==> src/rtl/mem_access_unit_pkg.sv <==
// Shared encodings for the memory access stage: access kinds, FSM states
// and the byte-lane map used by both store byte enables and load byte extraction.
package mem_access_unit_pkg;

  // Access kind carried down the pipeline in the mem_label field
  typedef enum logic [1:0] {
    MEM_NONE = 2'b00,
    MEM_LOAD = 2'b01,
    MEM_SW   = 2'b10,
    MEM_SB   = 2'b11
  } mem_label_e;

  // Memory stage controller states
  typedef enum logic {
    IDLE = 1'b0,
    WAIT = 1'b1
  } mau_state_e;

  localparam logic [3:0] BE_NONE = 4'b0000;
  localparam logic [3:0] BE_WORD = 4'b1111;

  // Byte offset n within a word lives in lane n: ram_be bit n, data bits 8n+7:8n
  function automatic logic [3:0] lane_be(input logic [1:0] offset);
    return 4'b0001 << offset;
  endfunction

  function automatic logic [7:0] lane_byte(input logic [31:0] word, input logic [1:0] offset);
    return word[{offset, 3'b000} +: 8];
  endfunction

endpackage

==> src/rtl/load_align.sv <==
// Turns a raw read word into the write-back value: whole word for a load
// word, zero-extended lane byte for a load byte unsigned.
module load_align
  import mem_access_unit_pkg::*;
(
  input  logic [31:0] rdata,
  input  logic [1:0]  offset,
  input  logic        lbu,
  output logic [31:0] value
);

  // Select either the full word or the addressed lane, zero-extended
  always_comb begin
    value = rdata;
    if (lbu) begin
      value = {24'b0, lane_byte(rdata, offset)};
    end
  end

endmodule

==> src/rtl/mem_access_unit.sv <==
// Memory stage of the pipeline: issues loads/stores to a handshaked RAM port,
// stalls the upstream pipeline while the RAM is slow, aborts on misalignment
// or timeout, and holds the MEM/WB pipeline register.
module mem_access_unit
  import mem_access_unit_pkg::*;
#(
  parameter int TIMEOUT = 255
) (
  input  logic        clk,
  input  logic        rst,
  input  logic [31:0] pc,
  input  logic [31:0] result,
  input  logic [31:0] ram_write,
  input  logic [4:0]  rw,
  input  logic        we,
  input  logic        syscall,
  input  logic        lbu,
  input  logic        jal,
  input  logic [1:0]  mem_label,
  output logic        ram_req,
  output logic        ram_we,
  output logic [29:0] ram_addr,
  output logic [3:0]  ram_be,
  output logic [31:0] ram_wdata,
  input  logic [31:0] ram_rdata,
  input  logic        ram_ack,
  output logic        stall,
  output logic [31:0] wb_pc,
  output logic [31:0] wb_value,
  output logic [4:0]  wb_rw,
  output logic        wb_we,
  output logic        wb_syscall,
  output logic        wb_jal,
  output logic        align_err,
  output logic        bus_err
);

  localparam int CNT_W = $clog2(TIMEOUT + 1);

  mau_state_e state, next_state;
  mem_label_e kind;

  logic             is_load, is_sw, access, misaligned, access_ok;
  logic [3:0]       cur_be;
  logic [31:0]      cur_wdata;
  logic             cur_we;
  logic             launch, timeout_hit, abort_q;
  logic [CNT_W-1:0] wait_cnt;

  logic [31:0] result_q, wdata_q;
  logic [3:0]  be_q;
  logic        we_q, load_q, lbu_q;

  logic [1:0]  la_offset;
  logic        la_lbu;
  logic [31:0] load_value;
  logic [31:0] wb_value_n;
  logic        wb_we_n;

  assign kind       = mem_label_e'(mem_label);
  assign is_load    = (kind == MEM_LOAD);
  assign is_sw      = (kind == MEM_SW);
  assign access     = (kind != MEM_NONE);
  assign misaligned = (result[1:0] != 2'b00) && ((is_load && !lbu) || is_sw);
  assign access_ok  = access && !misaligned;

  assign launch      = (state == IDLE) && !abort_q && access_ok && !ram_ack;
  assign timeout_hit = (state == WAIT) && !ram_ack && (wait_cnt == CNT_W'(TIMEOUT));

  // Byte enables, write data and direction for the access presented this cycle
  always_comb begin
    cur_be    = BE_WORD;
    cur_wdata = 32'b0;
    cur_we    = 1'b0;
    case (kind)
      MEM_SW: begin
        cur_wdata = ram_write;
        cur_we    = 1'b1;
      end
      MEM_SB: begin
        cur_be    = lane_be(result[1:0]);
        cur_wdata = {4{ram_write[7:0]}};
        cur_we    = 1'b1;
      end
      default: begin
        cur_be    = BE_WORD;
        cur_wdata = 32'b0;
        cur_we    = 1'b0;
      end
    endcase
  end

  // FSM state register
  always_ff @(posedge clk) begin
    if (rst) begin
      state <= IDLE;
    end else begin
      state <= next_state;
    end
  end

  // Leave IDLE only when the RAM did not answer in the request cycle
  always_comb begin
    next_state = state;
    case (state)
      IDLE:    if (launch) next_state = WAIT;
      WAIT:    if (ram_ack || timeout_hit) next_state = IDLE;
      default: next_state = IDLE;
    endcase
  end

  // RAM port, stall and error pulses; a timed-out access is reported while
  // still stalled and released in the following cycle
  always_comb begin
    ram_req   = 1'b0;
    ram_we    = 1'b0;
    ram_addr  = 30'b0;
    ram_be    = BE_NONE;
    ram_wdata = 32'b0;
    stall     = 1'b0;
    align_err = 1'b0;
    bus_err   = 1'b0;
    if (!rst) begin
      case (state)
        IDLE: begin
          if (!abort_q) begin
            if (access_ok) begin
              ram_req   = 1'b1;
              ram_we    = cur_we;
              ram_addr  = result[31:2];
              ram_be    = cur_be;
              ram_wdata = cur_wdata;
              stall     = !ram_ack;
            end else if (access) begin
              align_err = 1'b1;
            end
          end
        end
        WAIT: begin
          if (timeout_hit) begin
            bus_err = 1'b1;
            stall   = 1'b1;
          end else begin
            ram_req   = 1'b1;
            ram_we    = we_q;
            ram_addr  = result_q[31:2];
            ram_be    = be_q;
            ram_wdata = wdata_q;
            stall     = !ram_ack;
          end
        end
        default: begin
          ram_req = 1'b0;
        end
      endcase
    end
  end

  // Capture the request when it has to wait, count wait cycles, flag an abort
  always_ff @(posedge clk) begin
    if (rst) begin
      abort_q  <= 1'b0;
      wait_cnt <= '0;
      result_q <= 32'b0;
      wdata_q  <= 32'b0;
      be_q     <= BE_NONE;
      we_q     <= 1'b0;
      load_q   <= 1'b0;
      lbu_q    <= 1'b0;
    end else begin
      abort_q <= timeout_hit;
      if (launch) begin
        result_q <= result;
        wdata_q  <= cur_wdata;
        be_q     <= cur_be;
        we_q     <= cur_we;
        load_q   <= is_load;
        lbu_q    <= lbu;
        wait_cnt <= CNT_W'(1);
      end else if ((state == WAIT) && !ram_ack && !timeout_hit) begin
        wait_cnt <= wait_cnt + CNT_W'(1);
      end else begin
        wait_cnt <= '0;
      end
    end
  end

  assign la_offset = (state == WAIT) ? result_q[1:0] : result[1:0];
  assign la_lbu    = (state == WAIT) ? lbu_q : lbu;

  load_align u_load_align (
    .rdata  (ram_rdata),
    .offset (la_offset),
    .lbu    (la_lbu),
    .value  (load_value)
  );

  // Value and write enable headed for write-back; failed accesses never write
  always_comb begin
    wb_value_n = result;
    wb_we_n    = we;
    if (state == WAIT) begin
      wb_value_n = load_q ? load_value : result_q;
    end else if (abort_q || (access && misaligned)) begin
      wb_we_n = 1'b0;
    end else if (access_ok && is_load) begin
      wb_value_n = load_value;
    end
  end

  // MEM/WB register advances whenever the pipeline is not stalled
  always_ff @(posedge clk) begin
    if (rst) begin
      wb_pc      <= 32'b0;
      wb_value   <= 32'b0;
      wb_rw      <= 5'b0;
      wb_we      <= 1'b0;
      wb_syscall <= 1'b0;
      wb_jal     <= 1'b0;
    end else if (!stall) begin
      wb_pc      <= pc;
      wb_value   <= wb_value_n;
      wb_rw      <= rw;
      wb_we      <= wb_we_n;
      wb_syscall <= syscall;
      wb_jal     <= jal;
    end
  end

endmodule

==> config.mk <==
export PLATFORM = sky130hd
export DESIGN_NAME = mem_access_unit
export DESIGN_NICKNAME = d
export VERILOG_FILES = /design/src/rtl/mem_access_unit_pkg.sv /design/src/rtl/load_align.sv /design/src/rtl/mem_access_unit.sv
export SDC_FILE = /design/constraint.sdc
export NUM_CORES = 1
export LEC_CHECK = 0
export CAP_MARGIN = 20
export CORE_ASPECT_RATIO = 1.4
export CORE_UTILIZATION = 46
export DETAILED_ROUTE_END_ITERATION = 7
export PLACE_DENSITY = 0.87
export SYNTH_ARGS = -nofsm -noshare
export SYNTH_HDL_FRONTEND = slang
export SYNTH_SLANG_ARGS = --single-unit
export TNS_END_PERCENT = 50
==> constraint.sdc <==
create_clock -name clk -period 5 [get_ports clk]
set_clock_uncertainty 0.2 [all_clocks]
set_input_delay 0.75 -clock clk [delete_from_list [all_inputs] [get_ports clk]]
set_output_delay 0.75 -clock clk [all_outputs]
set_load 0.05 [all_outputs]
# Word level (Yosys, flattened, before mapping)

Index checks and enable logic that the tools add are counted.

Bits in registers: 153
Input port bits: 142
Output and inout bits: 143
Word-level logic and storage cells: 103

$add $sub $neg: 1
Equal/unequal tests: 4
Shifts and indexed selects: 2
Mux-type cells: 55
Bitwise operators: 2
Reductions and logical operators: 23

Operators with widths:

| operator                                            | number |
|---|---|
| two-way mux 32 bit                                  | 9 |
| case mux 32 bit (2 select lines)                    | 2 |
| two-way mux 30 bit                                  | 4 |
| case mux 30 bit (2 select lines)                    | 1 |
| indexed part select 32 x 6 -> 8 bit                 | 1 |
| two-way mux 1 bit                                   | 28 |
| two-way mux 4 bit                                   | 5 |
| logical AND 1 bit                                   | 11 |
| adder 8 x 1 -> 8 bit, second input constant         | 1 |
| equality test 8 bit, second input constant          | 1 |
| case mux 1 bit (2 select lines)                     | 4 |
| case mux 4 bit (2 select lines)                     | 1 |
| logical NOT 1 bit                                   | 5 |
| equality test 2 bit, second input constant          | 2 |
| nonzero test 2 bit                                  | 2 |
| left shift 1 x 2 -> 4 bit, first input constant     | 1 |
| logical OR 1 bit                                    | 3 |
| OR reduction 3 bit                                  | 1 |
| equality test 2 x 1 -> 1 bit, second input constant | 1 |
| two-way mux 2 bit                                   | 1 |
| NOT 1 bit                                           | 2 |
| OR reduction 2 bit                                  | 1 |

# Depth between registers and ports, before layout

Gate-level depths: netlist (run 1).

Depth in word-level cells: 10
Mapped depth: 9
Depth with buffers taken out: 6

# Modules after synthesis

Synthesis (run 1) repeated with hierarchy kept, for this count alone.

Cell total of the unflattened synthesis: 1145
Area, all modules: 8694.6 um2

By module, submodules not included:

| module          | times used | cells each | area each (um2) | sequential area each (um2) |
|---|---|---|---|---|
| mem_access_unit | 1          | 1080       | 8182.8          | 3062.9 |
| load_align      | 1          | 65         | 511.7           | 0.0 |

# Worst setup path after synthesis (run 1)

Ideal clock, no wire load.

Kind: input -> output
Start point: input port rst
End point: output port bus_err
Data arrival time: 2.882 ns
Required time: 4.050 ns
Slack: 1.168 ns
Cell stages on the path: 4
Buffers on the path: 3
Cells stage by stage: clkbuf_1 > clkbuf_1 > buf_1 > nor4_1

Longest elaborated chain between the ends: 1

Ends and longest elaborated chain:

| what              | line                   | RTL |
|---|---|---|
| from (decl)       | mem_access_unit.sv:10  | `input logic rst,` |
| two-way mux 1 bit | mem_access_unit.sv:123 | `if (!rst) begin` |
| to (decl)         | mem_access_unit.sv:35  | `output logic bus_err` |

No other way between the ends.

# Worst setup path after layout (run 1)

Start point: input port ram_ack
End point: output port ram_addr[28]

Longest elaborated chain between the ends: 6

Ends and longest elaborated chain:

| what                             | line                   | RTL |
|---|---|---|
| from (decl)                      | mem_access_unit.sv:26  | `input logic ram_ack,` |
| logical NOT 1 bit                | mem_access_unit.sv:68  | `assign timeout_hit = (state == WAIT) && !ram_ack && (wait_cnt == CNT_W'(TIMEOUT));` |
| logical AND 1 bit (2 in a row)   | mem_access_unit.sv:68  |  |
| two-way mux 30 bit               | mem_access_unit.sv:140 | `if (timeout_hit) begin` |
| case mux 30 bit (2 select lines) | mem_access_unit.sv:124 | `case (state)` |
| two-way mux 30 bit               | mem_access_unit.sv:123 |  |
| to (decl)                        | mem_access_unit.sv:22  | `output logic [29:0] ram_addr,` |

No other way between the ends.

==> impl_results.md, run 1 <==
* Status: finished, violations left
* Violated checks: DRC
* Root buffer cell: clkbuf_16
* Min-Delay Path Depth at 2
* Max Cap Viol at 0
* Clock latency on the worst-skew pair at 0.42 ns
* CP Max Fanout at 19
* Final Max Tran Viols at 0
* Core area at 0.0179 mm2
* Util after Layout at 69.7%
* Mapped Cells at 1112
* Final setup margin at 0.780 ns
* H-tree depth at 4
* Vias per inst at 5.82
* Slew @ Worst Pin at 0.939 ns
* PostCTS Resize Cnt at 0
* Number of setup violations in the final report at 0
* Critical R2R Launch: state
* VDD IR max at 0.000172 V
* Worst reg2reg path depth at 7
* Clock sink count at 153
* Syn-to-layout area delta at 48.9%
* Routed Wire Length at 29300 um
* #FFs+latches synth at 153
* Post-route minimum period at 4.22 ns
* Hold Crit Endpoint: wb_we
* Period utilization at 84.4%
* RSZ-0062 raised after global routing: no
* Syn_nets at 1255
* Slew headroom at 37.4%
* Worst EP required at 4.05 ns
* Number of global-route vias before repair at 8817
* HP Class: reg -> reg
* Hold_buf cts at 0
* Ys flop type: dfxtp_1
* FP Rows at 58
* Clock Path Buffers at 2
* Initial antenna violation count at 0
* Placed cell areas at 0.0119 mm2
* DRT Pass-1 Iters at 7
* CTS Buf Count at 17
* # diodes at 0
* Drt wl/cell at 18.5 um
* DRT iter0 DRCs at 854
* Die W at 116 um
* R2R Path End: wb_value[0]
* Yosys warns at 0
* Setup TNS at 0 ns
* Starting density of the core at 46.8%
* Worst setup EP type: primary output
* Type of the worst setup path: in -> out
* Power per cell area at 294 mW/mm2
* Non-filler cells, final at 1585
* First-pass GRT wire length at 45700 um
* Die area at 0.0188 mm2
* Number of synthesized flops with an enable pin at 0
* GR Util All Layers at 30.9%
* Synth async-reset ratio at 0%
* Total grt overflow at 0
* Post-CTS setup buffers at 0
* Vias at 9225
* Final instance area at 0.0125 mm2
* Reg2Reg Setup Slack at 1.73 ns
* Crit path arrival time at 3.27 ns
* Clock slew at reported path FFs at 0.05 ns
* Final ANT Viol Nets at 0
* IO Pins at 285
* HPWL Detailed at 20300 um
* Syn Std Cell Area at 0.00839 mm2
* NumNets Final at 1476
* Die span in y at 162 um
* Largest net degree at the start of global routing at 90
* Seq/Total Area, Yosys at 36.5%
* CTS tree: done
* Synth unique cells at 60
* Gpl congestion at 0.932
* Placed cell count at 1553
* P_leak at 4.68 nW
* DRC violations left at 1
* Min-Delay Startpoint: wb_we
* Post-synthesis average cell area at 7.55 um2
* PortBufs at 284
* Endpoints failing hold at 0
* Layout cells sized above 1 at 10.2%
* F_max at 0.237 GHz
* Crit path launch type: input pin
* DP Worst Slack at 0.756 ns
sequential cells by signal (all words and copies together), names as in the netlist, 4 cells and up:
| signal | count |
|---|---|
| be_q | 4 |
| result_q | 32 |
| wait_cnt | 8 |
| wb_pc | 32 |
| wb_rw | 5 |
| wb_value | 32 |
| wdata_q | 32 |
cells by family (layout without fill, tap and decap cells):
logic type	count (synthesis)	after routing	synth area share, %
mux	59	59	7.22
flops	153	153	36.5
simple gates	462	462	24.3
compound gates	313	313	24.7
fa+ha+maj	1	1	0.149
xor+xnor	6	6	0.626
buf+inv	118	351	6.48
synth_stat cells, drive strengths merged (3+ instances only):
master / instances / share of area, %
nor3b: 26 / 2.3
dfxtp: 153 / 36
a221oi: 24 / 2.5
nor2: 104 / 4.7
clkbuf: 55 / 2.5
buf: 45 / 3.2
nand3: 13 / 0.78
xnor2: 4 / 0.42
o221ai: 3 / 0.31
a211oi: 40 / 3.6
a21oi: 149 / 9.0
nand2: 249 / 11
and3: 9 / 0.67
nand2b: 27 / 2.0
inv: 15 / 0.67
o21ai: 19 / 1.1
and2: 5 / 0.37
a21boi: 29 / 2.6
o41ai: 24 / 2.5
a221o: 7 / 0.83
a311oi: 3 / 0.31
clkinv: 3 / 0.15
nor3: 4 / 0.24
mux2i: 57 / 6.9
nor2b: 12 / 0.89
layout by cell type, fill, tap and decap left out, types with 2 or more instances in the layout:
cell type,count
nand2_1,249
clkdlybuf4s50_1,213
dfxtp_1,152
a21oi_1,148
nor2_1,104
buf_12,72
mux2i_1,56
a211oi_1,39
a21boi_0,29
nand2b_1,27
nor3b_1,26
a221oi_1,24
o41ai_1,24
o21ai_0,18
clkbuf_16,17
buf_4,17
inv_1,15
nand3_1,13
nor2b_1,12
and3_1,9
a221o_1,7
clkinv_2,4
nor3_1,4
and2_1,4
xnor2_1,4
a311oi_1,3
clkinvlp_4,3
inv_6,3
o21bai_1,2
nor4_1,2
a2bb2oi_1,2
a21bo_2,2
o221ai_1,2
mux2_2,2
xor2_1,2
nand3b_1,2
clkbuf_8,2
clkbuf_1,2
metrics by stage:
step           power (W)  hold WS, ns
6_report         0.00367        0.248
3_3_place_gp     0.00244        0.232
2_1_floorplan    0.00199        0.236
3_5_place_dp     0.00245        0.242
5_1_grt          0.00381        0.268
4_1_cts          0.00368        0.252
metal layers:
layer  vias to the layer above  wire length [um]  GRT usage, %
met5                         -                 0             0
met2                       453             14600          51.8
li1                       4314                 -             -
met4                         0              1490          17.0
met3                       110              2140          7.43
met1                      4348             11000          35.7
worst max path at each step:
stage                  from            to  slack [ns]
3_3_place_gp   mem_label[1]   wb_value[0]        0.85
4_1_cts        mem_label[1]         stall        0.72
5_1_grt             ram_ack  ram_addr[28]        0.66
3_5_place_dp   mem_label[1]  wb_value[30]        0.76
6_report            ram_ack  ram_addr[28]        0.78
2_1_floorplan           rst       bus_err        1.17
cell type report:
cell class / count / area [um2]
multi-input cells: 841 / 4800
clock buffers: 21 / 460
fillers: 1369 / 5430
flip-flops and latches: 153 / 3070
clock inverters: 10 / 93.8
repair buffers: 302 / 3700
well taps: 240 / 300
inverters: 18 / 68.8
worst max-delay path, stage by stage:
cell	delay, ns
clkdlybuf4s50_1	0.60
nand2b_1	0.24
or4_1	0.55
nand4_2	0.11
a21o_1	0.50
buf_12	0.24
nor2_1	0.11
buf_12	0.16
report_power, final:
group	internal (W)	total, W	switching (W)
logic	0.000443	0.00109	0.000645
clock network	0.000711	0.00123	0.000523
registers	0.00129	0.00135	0.0000561
Power figures use the tool's default switching activity.
==> run 2: changes to the inputs <==
- CORE_UTILIZATION: 46 -> 42
- PLACE_DENSITY: 0.87 -> 0.84
- clock period: 5 -> 3.5 ns (I/O delays scaled with it)
==> run 2 against run 1 <==
Effect of this change:
- the flow now finishes without violations
- sequential share of layout area is 0.30 points lower
- utilization is 4.4 points lower
- sequential power is 42% higher
- final cell count is 1.1% higher
- critical path depth is 2 lower
- total power is 45% higher
- combinational power is 45% higher
- die area is 9.4% higher
- hold slack better by 0.0018 ns
- clock-buffer cell count is 1 higher
- non-clock buffer count is 10 higher
==> impl_results.md, run 2 (same netlist as run 1, synthesis figures left out) <==
* Power per cell area at 421 mW/mm2 (was 294 mW/mm2)
* P_leak at 4.76 nW (was 4.68 nW)
* Number of global-route vias before repair at 8745 (was 8817)
* Syn-to-layout area delta at 50.7% (was 48.9%)
* Routed Wire Length at 30000 um (was 29300 um)
* Die W at 121 um (was 116 um)
* Vias at 9252 (was 9225)
* RSZ-0062 raised after global routing: no (unchanged)
* Crit path arrival time at 2.54 ns (was 3.27 ns)
* Placed cell areas at 0.0121 mm2 (was 0.0119 mm2)
* HP Class: in -> reg (was reg -> reg)
* Final Max Tran Viols at 0 (unchanged)
* Part of the power in combinational logic at 29.6% (about the same)
* NumNets Final at 1486 (was 1476)
* VDD IR max at 0.000302 V (was 0.000172 V)
* Starting density of the core at 43.3% (was 46.8%)
* Sw Share at 33.0% (was 33.3%)
* CTS tree: done (unchanged)
* Die span in y at 169 um (was 162 um)
* Net Switching at 0.00176 W (was 0.00122 W)
* F_max at 0.306 GHz
* Core area at 0.0194 mm2 (was 0.0179 mm2)
* Post-CTS setup buffers at 0 (unchanged)
* Final instance area at 0.0126 mm2 (was 0.0125 mm2)
* PostCTS Resize Cnt at 0 (unchanged)
* HPWL Detailed at 21000 um (was 20300 um)
* Root buffer cell: clkbuf_16 (unchanged)
* Layout cells sized above 1 at 11.2% (was 10.2%)
* Clock slew at reported path FFs at 0.06 ns (was 0.05 ns)
* Minimum hold slack at 0.250 ns (was 0.248 ns)
* FP Rows at 60 (was 58)
* Clk pwr share at 34.3% (was 33.6%)
* Hold_buf cts at 0 (unchanged)
* Type of the worst setup path: reg -> out (was in -> out)
* Register share of total power at 36.1% (was 36.8%)
* Max Cap Viol at 0 (unchanged)
* Slew headroom at 41.7% (was 37.4%)
* Drt wl/cell at 18.7 um (was 18.5 um)
* CP Max Fanout at 35 (was 19)
* Clock sink count at 153 (unchanged)
* IO Pins at 285 (unchanged)
* PortBufs at 284 (unchanged)
* DRC violations left at 0 (was 1)
* Post-route minimum period at 3.27 ns
* Tot Pwr at 0.00533 W (was 0.00367 W)
* Vias per inst at 5.77 (was 5.82)
* Crit path launch type: flop (was input pin)
* First-pass GRT wire length at 46400 um (was 45700 um)
* Filler cell count at 1537 (was 1369)
* DRT Pass-1 Iters at 5 (was 7)
* Slew @ Worst Pin at 0.874 ns (was 0.939 ns)
* Internal power at 0.00357 W (was 0.00245 W)
* # diodes at 0 (unchanged)
* Worst setup EP type: primary output (unchanged)
* Final ANT Viol Nets at 0 (unchanged)
* Util after Layout at 65.3% (was 69.7%)
* Total grt overflow at 0 (unchanged)
* DRT iter0 DRCs at 917 (was 854)
* Status: completed (was finished, violations left)
* H-tree depth at 4 (unchanged)
* CTS Buf Count at 17 (unchanged)
* Gpl congestion at 0.942 (was 0.932)
* Setup TNS at 0 ns (unchanged)
* Worst EP required at 2.77 ns (was 4.05 ns)
* Clock Path Buffers at 2 (unchanged)
* Commonest non-fill, non-tap cell in the layout: nand2_1 (unchanged)
* Largest net degree at the start of global routing at 90 (unchanged)
* Die area at 0.0206 mm2 (was 0.0188 mm2)
* GR Util All Layers at 28.8% (was 30.9%)
* Clock latency on the worst-skew pair at 0.42 ns (about the same)
* Most frequent cells in the layout: nand2_1, clkdlybuf4s50_1, dfxtp_1 (unchanged)
* Initial antenna violation count at 0 (unchanged)
* Endpoints failing hold at 0 (unchanged)
* Number of setup violations in the final report at 0 (unchanged)
* Period utilization at 93.4%
-- run 2: changes by cell type in the layout (fill, tap and decap cells not counted), moves of 2 or more --
cell / before / now
buf_4: 17 / 25
buf_12: 72 / 75
clkbuf_8: 2 / 5
clkbuf_1: 2 / 0
-- run 2: metrics by stage --
stage          std cells  worst slack (ns)
2_1_floorplan       1112             0.118
3_3_place_gp        1572             0.388
3_5_place_dp        1572             0.340
4_1_cts             1603             0.241
5_1_grt             1603             0.139
6_report            1603             0.231
-- run 2: final cells by class --
cell class	instances	area, um2	area share (%)
inverter	18	68.8	0.544
timing repair buffer	312	3810	30.1
clock inverter	9	87.6	0.693
multi-input combinational	841	4810	38.0
clock buffer	22	494	3.91
sequential	153	3070	24.2
tap	248	310	2.45
-- run 2: final timing paths --
| kind | to | cells past startpoint | from | slack, ns |
|---|---|---|---|---|
| setup / recovery | ram_wdata[1] | 6 | state | 0.23 |
| hold / removal | wdata_q[28] | 2 | rst | 0.25 |
| setup reg to reg | wb_value[7] | 6 | state | 0.72 |
| hold reg to reg | wb_pc[4] | 2 | wb_pc[4] | 0.25 |
-- run 2: metal layers --
layer  GRT usage, %  vias to the layer above  wire (um)
li1               -                     4342          -
met1           33.9                     4351      11300
met2           49.0                      464      14900
met3           5.51                       95       2270
met4           15.6                        0       1480
met5              0                        -          0
-- run 2: power groups by stage --
stage          sequential, W  clock, W  combinational (W)
4_1_cts              0.00192   0.00185            0.00157
3_5_place_dp         0.00196         0            0.00157
3_3_place_gp         0.00196         0            0.00155
6_report             0.00192   0.00183            0.00158
5_1_grt              0.00193   0.00193            0.00166
2_1_floorplan        0.00218         0           0.000656
-- run 2: worst max-delay path, cell delays in order (launching register included) --
cell and delay [ns]:
dfxtp_4 0.65, inv_2 0.31, buf_4 0.39, and3_1 0.25, a21oi_1 0.21, nor2_1 0.12, buf_12 0.17
